**src/rtl/params.svh**
```systemverilog
// Global network parameters shared by the gather stage.
`ifndef GATHER_PARAMS_SVH
`define GATHER_PARAMS_SVH

// Number of output virtual channels per physical link.
`define CN 4

`endif

```
**src/rtl/gather_pkg.sv**
```systemverilog
// Shared types and helpers for the gather VC allocator.
package gather_pkg;

    // Ownership state of one output VC.
    typedef enum logic {
        VC_FREE = 1'b0,
        VC_BUSY = 1'b1
    } vc_state_e;

    // Width of a port index; never narrower than one bit.
    function automatic int unsigned port_idx_w(input int unsigned n);
        int unsigned w;
        w = 1;
        if (n > 1) begin
            w = $clog2(n);
        end
        return w;
    endfunction

endpackage

```
**src/rtl/gather_va_arbiter.sv**
```systemverilog
// Per-output-VC arbiter: picks one winner among the eligible ports.
// Optional feature macro: GATHER_VA_ROUND_ROBIN_EN (round-robin pointer);
// without it the lowest-indexed eligible port wins.
module gather_va_arbiter
    import gather_pkg::*;
#(
    parameter int unsigned PORT_NUM = 5,
    localparam int unsigned PW = port_idx_w(PORT_NUM)
) (
`ifdef GATHER_VA_ROUND_ROBIN_EN
    input  logic                clk,
    input  logic                rstn,
`endif
    input  logic [PORT_NUM-1:0] elig_i,
    output logic                gnt_valid_o,
    output logic [PW-1:0]       gnt_idx_o
);

`ifdef GATHER_VA_ROUND_ROBIN_EN
    logic [PW-1:0] ptr_q;
    logic [PW-1:0] ptr_d;

    // First eligible port at or after the pointer; pointer moves past the winner.
    always_comb begin
        int unsigned idx;
        idx         = 0;
        gnt_valid_o = 1'b0;
        gnt_idx_o   = '0;
        for (int unsigned k = 0; k < PORT_NUM; k++) begin
            idx = (int unsigned'(ptr_q) + k) % PORT_NUM;
            if (!gnt_valid_o && elig_i[idx]) begin
                gnt_valid_o = 1'b1;
                gnt_idx_o   = PW'(idx);
            end
        end
        ptr_d = ptr_q;
        if (gnt_valid_o) begin
            ptr_d = (gnt_idx_o == PW'(PORT_NUM - 1)) ? '0 : gnt_idx_o + 1'b1;
        end
    end

    // Round-robin pointer register.
    always_ff @(posedge clk or negedge rstn) begin
        if (!rstn) begin
            ptr_q <= '0;
        end else begin
            ptr_q <= ptr_d;
        end
    end
`else
    // Fixed priority: lowest-indexed eligible port wins.
    always_comb begin
        gnt_valid_o = 1'b0;
        gnt_idx_o   = '0;
        for (int unsigned k = 0; k < PORT_NUM; k++) begin
            if (!gnt_valid_o && elig_i[k]) begin
                gnt_valid_o = 1'b1;
                gnt_idx_o   = PW'(k);
            end
        end
    end
`endif

endmodule

```
**src/rtl/gather_vc_allocator.sv**
```systemverilog
// Gather-stage output VC allocator: each output VC is FREE or owned by
// exactly one input port until that port's tail flit releases it.
// Optional feature macro: GATHER_VA_ROUND_ROBIN_EN (round-robin arbitration).
`include "params.svh"

module gather_vc_allocator
    import gather_pkg::*;
#(
    parameter int unsigned PORT_NUM = 5
) (
    input  logic                    clk,
    input  logic                    rstn,
    input  logic [PORT_NUM*`CN-1:0] reqVC_i,
    input  logic [PORT_NUM-1:0]     release_i,
    output logic [PORT_NUM*`CN-1:0] selOutVC_o,
    output logic [PORT_NUM-1:0]     VCgranted_o,
    output logic [`CN-1:0]          vc_busy_o
);

    localparam int unsigned CN = `CN;
    localparam int unsigned PW = port_idx_w(PORT_NUM);

    vc_state_e           vc_state_q [CN];
    vc_state_e           vc_state_d [CN];
    logic [PW-1:0]       owner_q    [CN];
    logic [PW-1:0]       owner_d    [CN];
    logic [CN-1:0]       req_low    [PORT_NUM];
    logic [PORT_NUM-1:0] elig       [CN];
    logic [CN-1:0]       win_valid;
    logic [PW-1:0]       win_idx    [CN];

    // Reduce each port's request to its lowest set bit.
    always_comb begin
        for (int unsigned i = 0; i < PORT_NUM; i++) begin
            req_low[i] = reqVC_i[i*CN +: CN] & (~reqVC_i[i*CN +: CN] + 1'b1);
        end
    end

    // Outputs are decoded purely from the ownership registers, so reset clears them at once.
    always_comb begin
        selOutVC_o  = '0;
        VCgranted_o = '0;
        vc_busy_o   = '0;
        for (int unsigned v = 0; v < CN; v++) begin
            vc_busy_o[v] = (vc_state_q[v] == VC_BUSY);
            for (int unsigned i = 0; i < PORT_NUM; i++) begin
                if (vc_state_q[v] == VC_BUSY && owner_q[v] == PW'(i)) begin
                    selOutVC_o[i*CN + v] = 1'b1;
                    VCgranted_o[i]       = 1'b1;
                end
            end
        end
    end

    // A port competes for a VC only while it holds nothing and the VC is free.
    always_comb begin
        for (int unsigned v = 0; v < CN; v++) begin
            for (int unsigned i = 0; i < PORT_NUM; i++) begin
                elig[v][i] = req_low[i][v] && !VCgranted_o[i] && (vc_state_q[v] == VC_FREE);
            end
        end
    end

    for (genvar v = 0; v < CN; v++) begin : g_arb
        gather_va_arbiter #(
            .PORT_NUM (PORT_NUM)
        ) u_arb (
`ifdef GATHER_VA_ROUND_ROBIN_EN
            .clk         (clk),
            .rstn        (rstn),
`endif
            .elig_i      (elig[v]),
            .gnt_valid_o (win_valid[v]),
            .gnt_idx_o   (win_idx[v])
        );
    end

    // Release frees a busy VC; a free VC is taken by its winner. A VC freed
    // this edge was busy during arbitration, hence the one-cycle bubble.
    always_comb begin
        for (int unsigned v = 0; v < CN; v++) begin
            vc_state_d[v] = vc_state_q[v];
            owner_d[v]    = owner_q[v];
            if (vc_state_q[v] == VC_BUSY) begin
                if (release_i[owner_q[v]]) begin
                    vc_state_d[v] = VC_FREE;
                end
            end else if (win_valid[v]) begin
                vc_state_d[v] = VC_BUSY;
                owner_d[v]    = win_idx[v];
            end
        end
    end

    // VC ownership registers.
    always_ff @(posedge clk or negedge rstn) begin
        if (!rstn) begin
            for (int unsigned v = 0; v < CN; v++) begin
                vc_state_q[v] <= VC_FREE;
                owner_q[v]    <= '0;
            end
        end else begin
            for (int unsigned v = 0; v < CN; v++) begin
                vc_state_q[v] <= vc_state_d[v];
                owner_q[v]    <= owner_d[v];
            end
        end
    end

endmodule

```
**config.mk**
```make
export PLATFORM = sky130hd
export DESIGN_NAME = gather_vc_allocator
export DESIGN_NICKNAME = d
export VERILOG_FILES = /design/src/rtl/gather_pkg.sv /design/src/rtl/gather_va_arbiter.sv /design/src/rtl/gather_vc_allocator.sv
export VERILOG_INCLUDE_DIRS = /design/src /design/src/rtl
export SDC_FILE = /design/constraint.sdc
export NUM_CORES = 1
export LEC_CHECK = 0
export BUFFER_PORTS_ARGS = -buffer_cell sky130_fd_sc_hd__buf_4
export CAP_MARGIN = 40
export CORE_MARGIN = 5
export CORE_UTILIZATION = 45
export DETAILED_ROUTE_END_ITERATION = 10
export HOLD_SLACK_MARGIN = 0.1
export PLACE_DENSITY_LB_ADDON = 0.3
export SETUP_SLACK_MARGIN = 0.5
export SLEW_MARGIN = 20
export SYNTH_ARGS = -nofsm -noshare
export SYNTH_HDL_FRONTEND = slang
export SYNTH_SLANG_ARGS = --single-unit
```
**constraint.sdc**
```tcl
create_clock -name clk -period 2.2 [get_ports clk]
set_input_delay 0 -clock clk [delete_from_list [all_inputs] [get_ports clk]]
set_output_delay 0 -clock clk [all_outputs]
set_load 0.1 [all_outputs]
```
---- Word-level counts from Yosys, hierarchy flattened ----
Cells that the tools add are included.
word-level totals
  input bits .............................. 27
  RAM bits ................................ 0
  memory bits (read-only) ................. 0
  register bits after elaboration ......... 16
  latch bits .............................. 0
  word-level logic and storage cells ...... 243
  output and inout bits ................... 29
  memories ................................ 0
operators by class
  divide/modulo/power cells ............... 0
  bitwise logic cells ..................... 14
  add/sub/neg operators ................... 5
  order comparisons ....................... 4
  reductions and logical operators ........ 105
  multiply operators ...................... 0
  shift-type cells ........................ 0
  equal/unequal tests ..................... 16
  muxes and demuxes ....................... 91
operators by type and width
  cell                                                         number
  logical AND 1 bit                                            76
  2-to-1 mux 1 bit                                             75
  equality test 3 x 2 -> 1 bit (second input constant)         8
  logical NOT 1 bit                                            21
  adder 4 x 1 -> 4 bit (second input constant)                 5
  bitwise AND 4 bit                                            5
  NOT 4 bit                                                    5
  less-than comparator 3 x 4 -> 1 bit (second input constant)  4
  2-to-1 mux 2 bit                                             8
  binary-select mux 1 bit (select 3 bit)                       4
  equality test 3 x 1 -> 1 bit (second input constant)         4
  equality test 3 bit (second input constant)                  4
  logical NOT 3 bit                                            4
  2-to-1 mux 3 bit                                             4
  AND reduction 2 bit                                          4
  NOT 1 bit                                                    4

---- Logic depth before layout (Yosys ltp) ----
  depth after elaboration ................. 24
  gate-level depth with buffers ........... 7

---- Modules after synthesis ----
From an unflattened synthesis, not the netlist that was laid out.
second synthesis, totals
  cell total of the unflattened synthesis .. 145
  area, all modules ....................... 1480.2 um^2
by module, submodules not included
  module               area each (um^2)  cells each  times used
  gather_vc_allocator  1285.0            113         1
  gather_va_arbiter    48.8              8           4

---- Worst setup path after synthesis ----
OpenSTA, ideal clock, no wires.
  path kind ............................... register -> register
  start ................................... register vc_state_q (netlist bit vc_busy_o[3])
  end ..................................... register vc_state_q (netlist bit vc_busy_o[2])
  buffers on the path ..................... 1
  data required time ...................... 2.058 ns
  slack ................................... -4.100 ns
  cell stages (with the launch flop) ...... 8
  data arrival time ....................... 6.158 ns
  clock period less this slack ............ 6.300 ns
  library setup time ...................... 0.142 ns
  cells stage by stage .................... dfrtp_1 > buf_2 > nor4b_1 > nor4_2 > inv_1 > nor4_1 > nor4_1 > nand3_1
RTL lines
  item                               line                        text
  from (decl)                        gather_vc_allocator.sv:23   vc_state_e vc_state_q [CN];
  from (signal, indexed assignment)  gather_vc_allocator.sv:104  vc_state_q[v] <= vc_state_d[v];

---- Final worst setup path ----
  start ................................... register vc_state_q (netlist bit vc_busy_o[0])
  end ..................................... register owner_q[3] in the netlist's numbering
between the ends
  cells in the longest elaborated chain, start to end .. 22
ends and longest elaborated chain
  item                                  line                        text
  logical AND 1 bit                     gather_vc_allocator.sv:47   if (vc_state_q[v] == VC_BUSY && owner_q[v] == PW'(i)) begin
  2-to-1 mux 1 bit (4 in series)        gather_vc_allocator.sv:47
  logical NOT 1 bit                     gather_vc_allocator.sv:59   elig[v][i] = req_low[i][v] && !VCgranted_o[i] && (vc_state_q[v] == VC_FREE);
  logical AND 1 bit (2 in series)       gather_vc_allocator.sv:59
  2-to-1 mux 1 bit                      gather_va_arbiter.sv:56     if (!gnt_valid_o && elig_i[k]) begin
  logical NOT 1 bit                     gather_va_arbiter.sv:56
  logical AND 1 bit                     gather_va_arbiter.sv:56
  2-to-1 mux 1 bit                      gather_va_arbiter.sv:56
  [2 not listed]                        --
  2-to-1 mux 1 bit                      gather_va_arbiter.sv:56
  logical NOT 1 bit                     gather_va_arbiter.sv:56
  logical AND 1 bit                     gather_va_arbiter.sv:56
  2-to-1 mux 1 bit                      gather_va_arbiter.sv:56
  logical NOT 1 bit                     gather_va_arbiter.sv:56
  logical AND 1 bit                     gather_va_arbiter.sv:56
  2-to-1 mux 1 bit                      gather_va_arbiter.sv:56
  AND reduction 2 bit (no source line)  --
  to (signal, indexed assignment)       gather_vc_allocator.sv:105  owner_q[v] <= owner_d[v];
  to (decl)                             gather_vc_allocator.sv:25   logic [PW-1:0] owner_q [CN];
Several ways; a longest one is shown, not always the timed one.
A chain may end at the register's enable or synchronous reset.

==> Flow_metrics.wiki <==
{| class="wikitable"
! Metric !! Value
|-
| Maximum number of pins on one net before global-route repair || 17
|-
| Class of the most critical setup path || flip-flop to flip-flop
|-
| Initial Utilization || 46.7%
|-
| Number of buffers added by the clock tree synthesis step || 3
|-
| Yosys warns || 0
|-
| Antenna Violating Nets Remaining || 0
|-
| Row Count || 20
|-
| Final #Nets || 268
|-
| Number of global-route vias before repair || 1818
|-
| Time the worst path needs with I/O delays and setup || 2.03 ns
|-
| Number of sinks handled by clock tree synthesis || 16
|-
| Worst endpoint required time || 2.41 ns
|-
| Fmax || 0.492 GHz
|-
| Count of pins over their slew limit || 0
|-
| Initial antenna violation count || 0
|-
| Cell type of the slowest stage on the worst timing path || sky130_fd_sc_hd__dfrtp_4
|-
| Critical Path AT || 2.24 ns
|-
| Placed cell count || 244
|-
| Top-Level Pins || 56
|-
| Number of vias after detailed routing || 1759
|-
| Setup slack, reg-to-reg || 0.17 ns
|-
| Core region area || 3030 um^2
|-
| Top cell type by total area after synthesis || sky130_fd_sc_hd__dfrtp_1
|-
| Final setup TNS || 0 ns
|-
| Vias per Instance || 6.19
|-
| Fin Hold WS || 0.0981 ns
|-
| Overall global routing resource usage || 28.0%
|-
| Wire per inst || 21.3 um
|-
| Synthesized instance count || 145
|-
| Die footprint || 4360 um^2
|-
| Die Y || 66.0 um
|-
| Synth Cell Area || 1410 um^2
|-
| First-pass DRT Iterations || 4
|-
| Horizontal die dimension || 66.0 um
|-
| Global-route congestion overflow total || 0
|-
| Mean Syn Cell Area || 9.74 um^2
|-
| Routed wire length || 6040 um
|-
| Global-route wire length before repair || 9180 um
|-
| Worst clock skew on the final layout || 0.00431 ns
|-
| Type of destination of the critical path || flip-flop
|-
| Port Buf Inserts || 55
|-
| Share of the cycle needed by the critical path after routing || 92.3%
|-
| Number of enable-type register cells in the synthesized netlist || 0
|-
| Max-cap violations || 0
|-
| Antenna fix cells || 0
|-
| Share of the core filled with cells || 86.6%
|-
| Clock Latency Late Sink || 0.29 ns
|-
| Signed area change from the synthesized netlist to the final layout || 85.6%
|-
| Final cell count without fillers || 284
|-
| Dominant cell by count in the synthesized netlist || sky130_fd_sc_hd__dfrtp_1
|-
| Slew at the pin closest to its max-slew limit || 0.506 ns
|-
| HPWL reported at the end of detailed placement || 4060 um
|-
| Delay contributed by the slowest stage of the critical path || 0.52 ns
|-
| Ratio of cells with drive above 1 in the final layout || 67.1%
|-
| Relative slew slack || 66.0%
|-
| Worst hold path type || input pin to flip-flop
|-
| Net count after synthesis || 172
|-
| H-tree level count || 1
|-
| Share of the yosys chip area belonging to registers || 28.3%
|-
| Total of flip-flops plus latches after synthesis || 16
|-
| Final setup vio count || 0
|-
| Clock transition time at the flip-flop clock pins of the worst setup and hold paths || 0.11 ns
|-
| Maximum number of buffers from clock root to sink || 2
|-
| Category of the worst setup path launch point || flip-flop
|-
| Cell types occupying the most area after synthesis || sky130_fd_sc_hd__dfrtp_1 28%, sky130_fd_sc_hd__and4bb_2 7.1%, sky130_fd_sc_hd__mux4_2 6.4%
|-
| Dominant synthesized flop cell || sky130_fd_sc_hd__dfrtp_1
|-
| Final number of hold-violating endpoints || 0
|-
| Cell breakdown of the critical path || and4bb_1, nor4_4, inv_2, or4_1, a211oi_2
|-
| CTS root buf || sky130_fd_sc_hd__clkbuf_4
|-
| Commonest cells post-synth || 16 x sky130_fd_sc_hd__dfrtp_1, 10 x sky130_fd_sc_hd__nor2_1, 9 x sky130_fd_sc_hd__nand2_1
|-
| RSZ-0062 raised after global routing || yes
|-
| Largest fanout on the critical path || 5
|-
| Share of flip-flops with an asynchronous set or reset || 100%
|-
| Final GP Congestion || 0.880
|-
| Synth top area share || 28.3%
|-
| Clock tree from TritonCTS || done
|-
| Distinct cell type count after synthesis || 46
|-
| Violation count after the first detailed-route iteration || 162
|-
| Post-route DRC violation count || 0
|-
| Run status || finished clean
|}
[layer usage]
layer / vias up / routed length, um / global-route usage (%)
met4: 0 / 150 / 8.88
met2: 95 / 3050 / 48.1
met1: 872 / 2410 / 34.7
li1: 776 / - / -
met3: 16 / 434 / 6.29
met5: - / 0 / 0
[what timing repair did]
| action | 4_1_cts | 5_1_grt |
|---|---|---|
| hold buffers | 7 | 2 |
| cloned | 0 | 0 |
| hold endpoints to repair | 22 | 3 |
| pin swaps | 13 | 14 |
| setup endpoints to repair | 22 | 23 |
| setup buffers | 20 | 6 |
| gates resized for setup | 30 | 25 |
[final timing paths]
check | to | from | cells past startpoint
worst max-delay path | owner_q[3]$_DFFE_PN0P_ | vc_busy_o[0]$_DFF_PN0_ | 5
worst min-delay path | owner_q[4]$_DFFE_PN0P_ | reqVC_i[0] | 3
worst max register to register | owner_q[3]$_DFFE_PN0P_ | vc_busy_o[0]$_DFF_PN0_ | 5
worst min register to register | owner_q[5]$_DFFE_PN0P_ | owner_q[5]$_DFFE_PN0P_ | 1
max in group asynchronous | vc_busy_o[1]$_DFF_PN0_ | rstn | 4
min in group asynchronous | vc_busy_o[3]$_DFF_PN0_ | rstn | 3
[final cells by class]
class	count	area (um^2)
fill	151	407
multi-input combinational	117	1230
tap	44	55.1
sequential	16	430
timing repair buffer	96	840
inverter	7	33.8
clock buffer	4	36.3
[layout by cell type (no fill, tap or decap), types with 3 or more instances in the layout]
cell type,instances
sky130_fd_sc_hd__dlygate4sd3_1,9
sky130_fd_sc_hd__dfrtp_2,12
sky130_fd_sc_hd__and4bb_4,3
sky130_fd_sc_hd__nor4b_4,5
sky130_fd_sc_hd__nor4b_1,3
sky130_fd_sc_hd__nand3_1,5
sky130_fd_sc_hd__buf_12,5
sky130_fd_sc_hd__and4bb_2,5
sky130_fd_sc_hd__and3_1,3
sky130_fd_sc_hd__nand2b_1,8
sky130_fd_sc_hd__clkbuf_4,3
sky130_fd_sc_hd__nor4_4,6
sky130_fd_sc_hd__nor2_1,8
sky130_fd_sc_hd__buf_6,5
sky130_fd_sc_hd__nor4_1,5
sky130_fd_sc_hd__and4b_4,4
sky130_fd_sc_hd__dfrtp_4,4
sky130_fd_sc_hd__mux4_2,4
sky130_fd_sc_hd__nand2_1,8
sky130_fd_sc_hd__a211oi_2,5
sky130_fd_sc_hd__inv_1,4
sky130_fd_sc_hd__buf_4,75
[worst max-delay path, delay by kind of cell (launching register included)]
family / cells / cell delay (ns)
AND/OR/NAND/NOR: 3 / 1.12
AO/OA/AOI/OAI: 1 / 0.19
flip-flops: 1 / 0.52
buffers and inverters: 1 / 0.11
[logic make-up (layout without fill, tap and decap cells)]
logic type / Yosys count / after routing / synth area share (%)
simple gates: 90 / 90 / 48.5
compound gates: 23 / 23 / 12.6
flops: 16 / 16 / 28.3
buf+inv: 12 / 107 / 4.16
mux: 4 / 4 / 6.38
[through the flow]
stage / cell area [um^2] / setup slack, ns
after detailed placement: 2080 / 0.137
after global placement: 2080 / 0.207
after floorplan: 1620 / -0.824
final: 2620 / 0.168
after CTS: 2430 / 0.205
after global routing: 2620 / 0.127
[sequential cells by signal (all words and copies together) (netlist names)]
name	count
owner_q	12
vc_busy_o	4
Power is not shown: default switching activity piles up to over one toggle a cycle in this logic, so the estimate is an artifact.
